$ cat src/rtl/wts_channel_mixer_5ch.sv
// Five-channel wave sample mixer: scales each time-multiplexed channel sample by its
// volume, accumulates slots 0..4 in order and emits one floor(sum/16) frame sample.
module wts_channel_mixer_5ch (
  input  logic               clk,
  input  logic               reset,
  input  logic               sample_valid,
  input  logic [2:0]         sample_slot,
  input  logic signed [7:0]  sample_in,
  input  logic [3:0]         reg_volume,
  input  logic               reg_enable,
  output logic signed [10:0] mix_out,
  output logic               mix_valid,
  output logic               seq_error
);

  localparam int DATA_W    = 8;
  localparam int COEF_W    = 4;
  localparam int PROD_W    = 12;
  localparam int ACC_W     = 15;
  localparam int MIX_W     = 11;
  localparam int MIX_SHIFT = 4;
  localparam logic [2:0] LAST_SLOT = 3'd4;

  // Volume is unsigned, so it is zero-extended before the signed multiply.
  function automatic logic signed [PROD_W-1:0] scale_sample(
    input logic signed [DATA_W-1:0] smp,
    input logic        [COEF_W-1:0] vol,
    input logic                     en
  );
    logic signed [PROD_W-1:0] smp_ext;
    logic signed [PROD_W-1:0] vol_ext;
    smp_ext = PROD_W'(smp);
    vol_ext = $signed(PROD_W'(vol));
    scale_sample = en ? smp_ext * vol_ext : '0;
  endfunction

  // Arithmetic shift floors; the worst-case frame sum keeps the result inside 11 bits.
  function automatic logic signed [MIX_W-1:0] scale_frame(
    input logic signed [ACC_W-1:0] sum
  );
    logic signed [ACC_W-1:0] shifted;
    shifted     = sum >>> MIX_SHIFT;
    scale_frame = shifted[MIX_W-1:0];
  endfunction

  logic signed [PROD_W-1:0] prod_p0;
  logic signed [ACC_W-1:0]  sum_p0;
  logic                     vld_p0;
  logic                     slot_first_p0;
  logic                     slot_match_p0;
  logic signed [ACC_W-1:0]  acc_p1;
  logic [2:0]               exp_slot_p1;

  // Stage p0: product and running sum for the sample presented this cycle.
  always_comb begin
    prod_p0       = scale_sample(sample_in, reg_volume, reg_enable);
    sum_p0        = acc_p1 + ACC_W'(prod_p0);
    vld_p0        = sample_valid && (sample_slot <= LAST_SLOT);
    slot_first_p0 = (sample_slot == 3'd0);
    slot_match_p0 = (sample_slot == exp_slot_p1);
  end

  // Stage p1: frame accumulator, slot tracking and registered outputs.
  always_ff @(posedge clk) begin
    if (reset) begin
      acc_p1      <= '0;
      exp_slot_p1 <= '0;
      mix_out     <= '0;
      mix_valid   <= 1'b0;
      seq_error   <= 1'b0;
    end else begin
      mix_valid <= 1'b0;
      seq_error <= 1'b0;
      if (vld_p0) begin
        if (slot_first_p0) begin
          // Slot 0 always restarts a frame, dropping any partial one silently.
          acc_p1      <= ACC_W'(prod_p0);
          exp_slot_p1 <= 3'd1;
        end else if (slot_match_p0 && exp_slot_p1 == LAST_SLOT) begin
          mix_out     <= scale_frame(sum_p0);
          mix_valid   <= 1'b1;
          acc_p1      <= '0;
          exp_slot_p1 <= '0;
        end else if (slot_match_p0) begin
          acc_p1      <= sum_p0;
          exp_slot_p1 <= exp_slot_p1 + 3'd1;
        end else begin
          seq_error   <= 1'b1;
          acc_p1      <= '0;
          exp_slot_p1 <= '0;
        end
      end
    end
  end

endmodule
$ cat config.mk
export PLATFORM = sky130hd
export DESIGN_NAME = wts_channel_mixer_5ch
export DESIGN_NICKNAME = d
export VERILOG_FILES = /design/src/rtl/wts_channel_mixer_5ch.sv
export SDC_FILE = /design/constraint.sdc
export NUM_CORES = 1
export LEC_CHECK = 0
export CAP_MARGIN = 15
export CORE_MARGIN = 5
export CORE_UTILIZATION = 45
export DETAILED_ROUTE_END_ITERATION = 8
export PLACE_DENSITY = 0.75
export REMOVE_ABC_BUFFERS = 1
export SLEW_MARGIN = 20
export SYNTH_ARGS = -nofsm -noshare
export SYNTH_HDL_FRONTEND = slang
export SYNTH_SLANG_ARGS = --single-unit
$ cat constraint.sdc
create_clock -name clk -period 8.8 [get_ports clk]
set_input_delay 1.76 -clock clk [delete_from_list [all_inputs] [get_ports clk]]
set_output_delay 1.76 -clock clk [all_outputs]
set_load 0.05 [all_outputs]
## Yosys cells after proc, flatten, opt, wreduce, memory -nomap -nowiden

Cells that the tools add are included.

| storage, ports and cells | value |
|---|---|
| output and inout bits | 13 |
| logic and storage cells | 28 |
| input bits | 19 |
| bits in registers | 31 |

| operators by class | value |
|---|---|
| reductions and logical operators | 6 |
| $add $sub $neg | 2 |
| mux-type cells | 9 |
| magnitude comparators | 1 |
| equality and inequality tests | 2 |
| bitwise operators | 2 |
| multiply operators | 1 |

Operators with widths:

| kind | count |
|---|---|
| 2-to-1 mux 15 bit | 3 |
| adder 15 x 12 -> 15 bit | 1 |
| multiplier 8 x 5 -> 12 bit | 1 |
| 2-to-1 mux 12 bit | 1 |
| 2-to-1 mux 3 bit | 3 |
| OR reduction 4 bit | 1 |
| adder 3 x 1 -> 3 bit (second input constant) | 1 |
| equality test 3 bit | 1 |
| equality test 3 bit (second input constant) | 1 |
| <= comparator 3 bit (second input constant) | 1 |
| zero test 3 bit | 1 |
| AND reduction 3 bit | 1 |
| OR reduction 3 bit | 1 |
| logical AND 1 bit | 2 |
| 2-to-1 mux 1 bit | 2 |
| inverter 1 bit | 2 |

## Depth between registers and ports, before layout

Gate-level depths: netlist of the first run.

| depth | value |
|---|---|
| word-level depth | 6 |
| mapped depth | 21 |
| mapped depth without buffers | 21 |

## Least setup slack after synthesis of the first run

Ideal clock, no wire load.

| path | value |
|---|---|
| path type | input -> register |
| start point | input port sample_in[3] |
| end point | register acc_p1[14] |
| setup slack | 2.514 ns |
| setup time | 0.060 ns |
| required time | 8.740 ns |
| path buffers | 0 |
| arrival time | 6.226 ns |
| stages on the path | 20 |
| path through | and2_1 ha_1 fa_1 inv_1 fa_1 inv_1 ha_1 a21oi_1 nor2b_1 o211ai_1 a21o_1 a21oi_1 ha_1 o21ai_0 nor2_1 a2111o_1 a211oi_2 a21oi_1 nor2b_1 o221a_1 |

| between the ends | value |
|---|---|
| longest elaborated chain between the ends | 6 |

RTL lines:

| what | RTL line | source |
|---|---|---|
| from (decl) | 8 | `input logic signed [7:0] sample_in,` |
| multiplier 8 x 5 -> 12 bit (*) | 34 | `scale_sample = en ? smp_ext * vol_ext : '0;` |
| 2-to-1 mux 12 bit (*) | 34 |  |
| adder 15 x 12 -> 15 bit | 57 | `sum_p0 = acc_p1 + ACC_W'(prod_p0);` |
| 2-to-1 mux 15 bit | 84 | `end else if (slot_match_p0) begin` |
| 2-to-1 mux 15 bit | 79 | `end else if (slot_match_p0 && exp_slot_p1 == LAST_SLOT) begin` |
| 2-to-1 mux 15 bit (*) | 75 | `if (slot_first_p0) begin` |
| to (signal assigned) | 77 | `acc_p1 <= ACC_W'(prod_p0);` |
| to (signal assigned) | 85 | `acc_p1 <= sum_p0;` |
| to (decl) | 51 | `logic signed [ACC_W-1:0] acc_p1;` |

Mark *: on every way between the ends. The rest lies on a longest branch, timed or not.
A chain may end at the register's enable or synchronous reset.

## Final worst setup path of the first run

| path | value |
|---|---|
| start point | input port reg_volume[2] |
| end point | register acc_p1[14] |

| between the ends | value |
|---|---|
| longest elaborated chain between the ends | 6 |

RTL lines:

| what | RTL line | source |
|---|---|---|
| from (decl) | 9 | `input logic [3:0] reg_volume,` |
| multiplier 8 x 5 -> 12 bit (*) | 34 |  |
| 2-to-1 mux 12 bit (*) | 34 |  |
| adder 15 x 12 -> 15 bit | 57 |  |
| 2-to-1 mux 15 bit | 84 |  |
| 2-to-1 mux 15 bit | 79 |  |
| 2-to-1 mux 15 bit (*) | 75 |  |

Marks and branches as above.

==> impl_metrics.yaml, run 1 <==
die:
  io_pins: 32
  die_h_um: 93.8
  die_x_um: 93.8
  rows: 30
  coreArea_um2: 6830
  die-area_um2: 8800
  start_util_pct: 46.2
synthesis:
  ys_seq_area_share_pct: 19.6
  synth_area_leader_cell: "dfxtp_1"
  synth_area_leaders: "dfxtp_1 20%, ha_1 15%, fa_1 11%"
  synth_cells: 403
  synth_top_area_share_pct: 19.6
  ys_seq_elements: 31
  synth-warning-count: 0
  synthArstFlopShare_pct: 0
  ys.flop_type: "dfxtp_1"
  synth_area_um2: 3160
  synth_edf_count: 0
  yosys.cell_types.count: 47
  avgSynthCellArea_um2: 7.84
timing:
  final-setup-viol-count: 0
  totalNegativeSetupSlack_ps: 0
  finalMaxSlewViolations: 0
  worst_pin_slew_ps: 1020
  min_period_ps: 7000
  worst_slack_ps: 1800
  rsz0062_at_grt: "no"
  whs_ps: 451
  relSlewSlack_pct: 31.9
  fmax_mhz: 143
  skew_ps: 7.88
  hold_viol: 0
  timing.final.crit_share_pct: 79.5
clock_network:
  clock_tree.root_cell: "clkbuf_8"
  clk_pin_slew_worst_paths_ps: 60
  htree_levels: 2
  clock-sinks: 31
  cts_made_buffers: 5
  clock_latency_ps: 290
  cts_setup_buffers: 0
  ctsHoldBuffers: 0
  cts_resized: 0
  cts_tree: "done"
  cts_max_path_buffers: 2
worst_setup_path:
  r2r_end: "acc_p1[14]"
  crit_path_max_fanout: 8
  critPathCaptureType: "register"
  cp-start-kind: "input port"
  r2r_cells: 9
  max_stage_delay_ps: 540
  path_class: "in2reg"
  crit_end: "acc_p1[14]"
  cpMostUsedCell: "a21oi_1"
  cp-startpoint: "reg_volume[2]"
  worstPathRequired_ps: 9030
  critical_path_arrival_ps: 7220
  worstPathCellList: "clkdlybuf4s50_1, and2_1, ha_1, fa_1, inv_1, fa_1, inv_1, ha_1, a21oi_1, nor2b_1, o211ai_1, a21o_1, a21oi_1, ha_1, a21oi_1, o21ai_0, a2111o_1, a211oi_2, a21oi_1, nor2b_1, o221a_1"
  reg2reg_slack_ps: 6380
  reg2reg_from: "acc_p1[0]"
  critPathSlowestCell: "fa_1"
hold_path:
  hp-class: "reg2reg"
  hold_depth: 2
place:
  place.port_buffers: 31
  gp_congestion: 0.885
  placedInstanceArea_um2: 3560
  place_hpwl_mm: 5.48
  post-place-ws_ps: 1550
  placed_cells: 521
layout:
  antennaDiodeCount: 0
  post-route-util_pct: 53.7
  fin_nets: 505
  drive_gt1_share_pct: 3.93
  final_area_um2: 3670
  area_growth_syn_to_layout_pct: 16.0
  final_common_cell: "nand2_1"
  layout.cells.non_filler: 529
  final_cell_mix: "45 x nand2_1, 38 x a21oi_1, 37 x inv_1, 37 x nor2_1, 37 x ha_1"
run_status:
  outcome: "finished clean"
drt:
  drt_iter0_markers: 130
  drc: 0
  num_vias: 2774
  vias_per_cell: 5.24
  postRouteAntennaNets: 0
  post_drt_wl_per_cell_um: 12.9
  wirelength_mm: 6.80
  dr.pass1.iters: 4
global_route:
  grt_pass1_wl_mm: 12.0
  overflow: 0
  grt_max_degree: 29
  first_global_vias: 2814
  grt_usage_pct: 16.4
  antenna_found_initial: 0
power:
  powerDensity_nw_per_um2: 145
  power.total_uw: 531
  vdd_drop_max_mv: 0.0566
  p_leak_nw: 1.56
flow_run:
  cap_violations: 0
==> area by class of cell <==
cell class | count | area (um2)
fill | 680 | 3170
inverter | 37 | 139
clock buffer | 8 | 100
timing repair buffer | 32 | 318
tap | 96 | 120
multi-input combinational | 325 | 2370
sequential | 31 | 621
==> routing by layer <==
| layer | wire length (um) | global-route usage, % | vias up |
|---|---|---|---|
| li1 | - | - | 1443 |
| met1 | 3190 | 20.3 | 1272 |
| met2 | 3280 | 29.0 | 42 |
| met3 | 206 | 1.76 | 17 |
| met4 | 124 | 5.90 | 0 |
| met5 | 0 | 0 | - |
==> power by group <==
group	internal, mW	switching, mW	total [mW]
Sequential	0.146	0.00366	0.149
Clock	0.0713	0.0520	0.123
Combinational	0.107	0.151	0.258
Total	0.324	0.207	0.531
==> critical path, delay by kind of cell <==
family	cells	cell delay (ps)
compound gates	10	2230
fa+ha+maj	5	2130
buf+inv	3	580
simple gates	3	520
==> cell families (layout without fill, tap and decap cells) <==
logic type	Yosys count	after routing	synth area share, %
fa+ha+maj	54	54	25.4
xor+xnor	24	24	6.65
compound gates	98	98	20.2
simple gates	149	149	22.5
buf+inv	47	77	5.62
flops	31	31	19.6
==> flip-flops by register name (all words and copies together), names as in the netlist <==
| signal | flops |
|---|---|
| acc_p1 | 15 |
| mix_out | 11 |
| exp_slot_p1 | 3 |
| mix_valid | 1 |
| seq_error | 1 |
==> cells in the mapped netlist, drive strengths merged, types with 3 or more instances <==
master / count
a211oi: 12
a21o: 3
a21oi: 38
a22oi: 6
and2: 27
clkbuf: 8
dfxtp: 31
fa: 17
ha: 37
inv: 37
nand2: 45
nand3: 8
nor2: 38
nor2b: 7
nor3: 10
o211ai: 3
o21a: 3
o21ai: 15
o21bai: 3
or2: 4
xnor2: 14
xor2: 10
==> how the worst min path moves through the flow <==
stage	slack, ps	end	from
6_report	450	mix_out[9]	mix_out[9]
5_1_grt	470	mix_out[2]	mix_out[2]
4_1_cts	460	mix_out[9]	mix_out[9]
3_5_place_dp	450	mix_out[9]	mix_out[9]
3_3_place_gp	440	mix_out[3]	mix_out[3]
2_1_floorplan	460	exp_slot_p1[2]	exp_slot_p1[2]
(Power assumes the default switching activity.)
==> inputs of run 2 (changes only) <==
clock period = 6.5 ns   (was 8.8 ns; I/O delays follow)
==> impl_metrics.yaml, run 2 (synthesis results as in run 1) <==
flow_run:
  cap_violations: 0
timing:
  worst_slack_ps: 246
  skew_ps: 9.58
  totalNegativeSetupSlack_ps: 0
  final-setup-viol-count: 0
  whs_ps: 455
  hold_viol: 0
  worst_pin_slew_ps: 1130
  relSlewSlack_pct: 24.2
  finalMaxSlewViolations: 0
  fmax_mhz: 160
  min_period_ps: 6250
  timing.final.crit_share_pct: 96.2
drt:
  drc: 0
  met1Wirelength_mm: 3.17
  num_vias: 2791
  postRouteAntennaNets: 0
  wirelength_mm: 6.87
  post_drt_wl_per_cell_um: 12.7
  wl_met3_um: 235
  drt_iter0_markers: 104
  dr.pass1.iters: 4
  dr_wl_met2_mm: 3.34
  route.top_layer_used: "met4"
  vias_per_cell: 5.15
die:
  io_pins: 32
  die_x_um: 93.8
  rows: 30
  die_h_um: 93.8
  start_util_pct: 46.2
  die-area_um2: 8800
  coreArea_um2: 6830
place:
  gp_congestion: 0.934
  place_hpwl_mm: 5.39
  place.port_buffers: 31
  post-place-ws_ps: -137
worst_setup_path:
  crit_path_max_fanout: 5
  worstPathCellList: "clkdlybuf4s50_1, and2_1, ha_1, inv_1, fa_1, fa_1, inv_1, ha_1, a21o_1, a211o_1, a21oi_2, a21oi_1, xnor2_1, nor2_1, ha_1, buf_4, buf_4, o211ai_1, o311a_1, a211oi_2, a21oi_1, nor2b_1, o221a_1"
  max_stage_delay_ps: 550
  cp-start-kind: "input port"
  critPathSlowestCell: "fa_1"
  critPathCaptureType: "register"
  worstPathRequired_ps: 6730
  path_class: "in2reg"
  cpMostUsedCell: "ha_1"
  critical_path_arrival_ps: 6480
power:
  powerDensity_nw_per_um2: 203
  p_leak_nw: 1.64
  vdd_drop_max_mv: 0.0723
  power.total_uw: 775
layout:
  reg_top3: "acc_p1: 15 flops, mix_out: 11 flops, exp_slot_p1: 3 flops"
  drive_gt1_share_pct: 8.74
  nFillCells: 644
  post-route-util_pct: 56.0
  top_register: "acc_p1"
  seq_area_um2: 621
  final_cell_mix: "45 x nand2_1, 38 x nor2_1, 37 x inv_1"
  antennaDiodeCount: 0
  multi_input_area_um2: 2420
  largest_reg_flops: 15
  fin_nets: 518
  area_growth_syn_to_layout_pct: 21.0
  final_common_cell: "nand2_1"
clock_network:
  cts_made_buffers: 5
  htree_levels: 2
  clk_pin_slew_worst_paths_ps: 60
  clock_latency_ps: 290
  clock_tree.root_cell: "clkbuf_8"
  cts_max_path_buffers: 2
  cts_tree: "done"
  clock-sinks: 31
  ctsHoldBuffers: 0
global_route:
  first_global_vias: 2723
  overflow: 0
  grt_max_degree: 29
  grt_pass1_wl_mm: 12.0
  antenna_found_initial: 0
  grt_usage_pct: 16.5
run_status:
  outcome: "finished clean"
hold_path:
  hp-class: "reg2reg"
[run 2: cell count changes in the layout (fill, tap and decap cells not counted), sizes merged]
cell	delta
clkdlybuf4s50	-1
dlymetal6s2s	+1
buf	+13
[run 2: cell type report]
type	instances	area share (%)
inverters	37	3.63
multi-input cells	325	63.4
well taps	96	3.14
repair buffers	45	10.9
clock buffers	8	2.62
flip-flops and latches	31	16.2
[run 2: critical path: cells and delay by family]
family,cells,cell delay (ps)
buffers and inverters,5,790
AO/OA/AOI/OAI,9,1780
AND/OR/NAND/NOR,3,400
XOR/XNOR,1,240
adder cells (fa/ha/maj),5,1970
[run 2: power by group]
part           internal, mW  switching, mW  total, mW
combinational         0.179          0.225      0.404
sequential            0.197        0.00494      0.202
clock                0.0965         0.0720      0.169
total                 0.473          0.302      0.775
[run 2: what timing repair did]
item	CTS	global route
endpoints found under the hold margin	0	0
resized for setup	0	16
buffers inserted	0	4
setup endpoints to repair	0	9
[run 2: layer usage]
metal | GRT usage (%) | up-vias
met2 | 28.9 | 55
met3 | 2.16 | 10
met5 | 0 | -
met4 | 4.93 | 0
li1 | - | 1472
met1 | 21.0 | 1254
[run 2: worst paths after layout]
path,cells past startpoint,startpoint,to,slack [ps]
max,23,reg_volume[3],acc_p1[14],250
max reg2reg,9,acc_p1[0],acc_p1[14],4070
min,2,mix_out[2],mix_out[2],450
min reg2reg,2,mix_out[2],mix_out[2],450
[run 2: through the flow]
stage | instance area [um2] | std cells
floorplan | 3120 | 393
global placement | 3630 | 530
detailed placement | 3630 | 530
CTS | 3730 | 538
global route | 3820 | 542
finish | 3820 | 542
==> inputs of run 3 (changes only) <==
GPL_ROUTABILITY_DRIVEN = 0   (was not set)
==> results of run 3 <==
Final layout, timing and power as in run 2 (identical DEF).
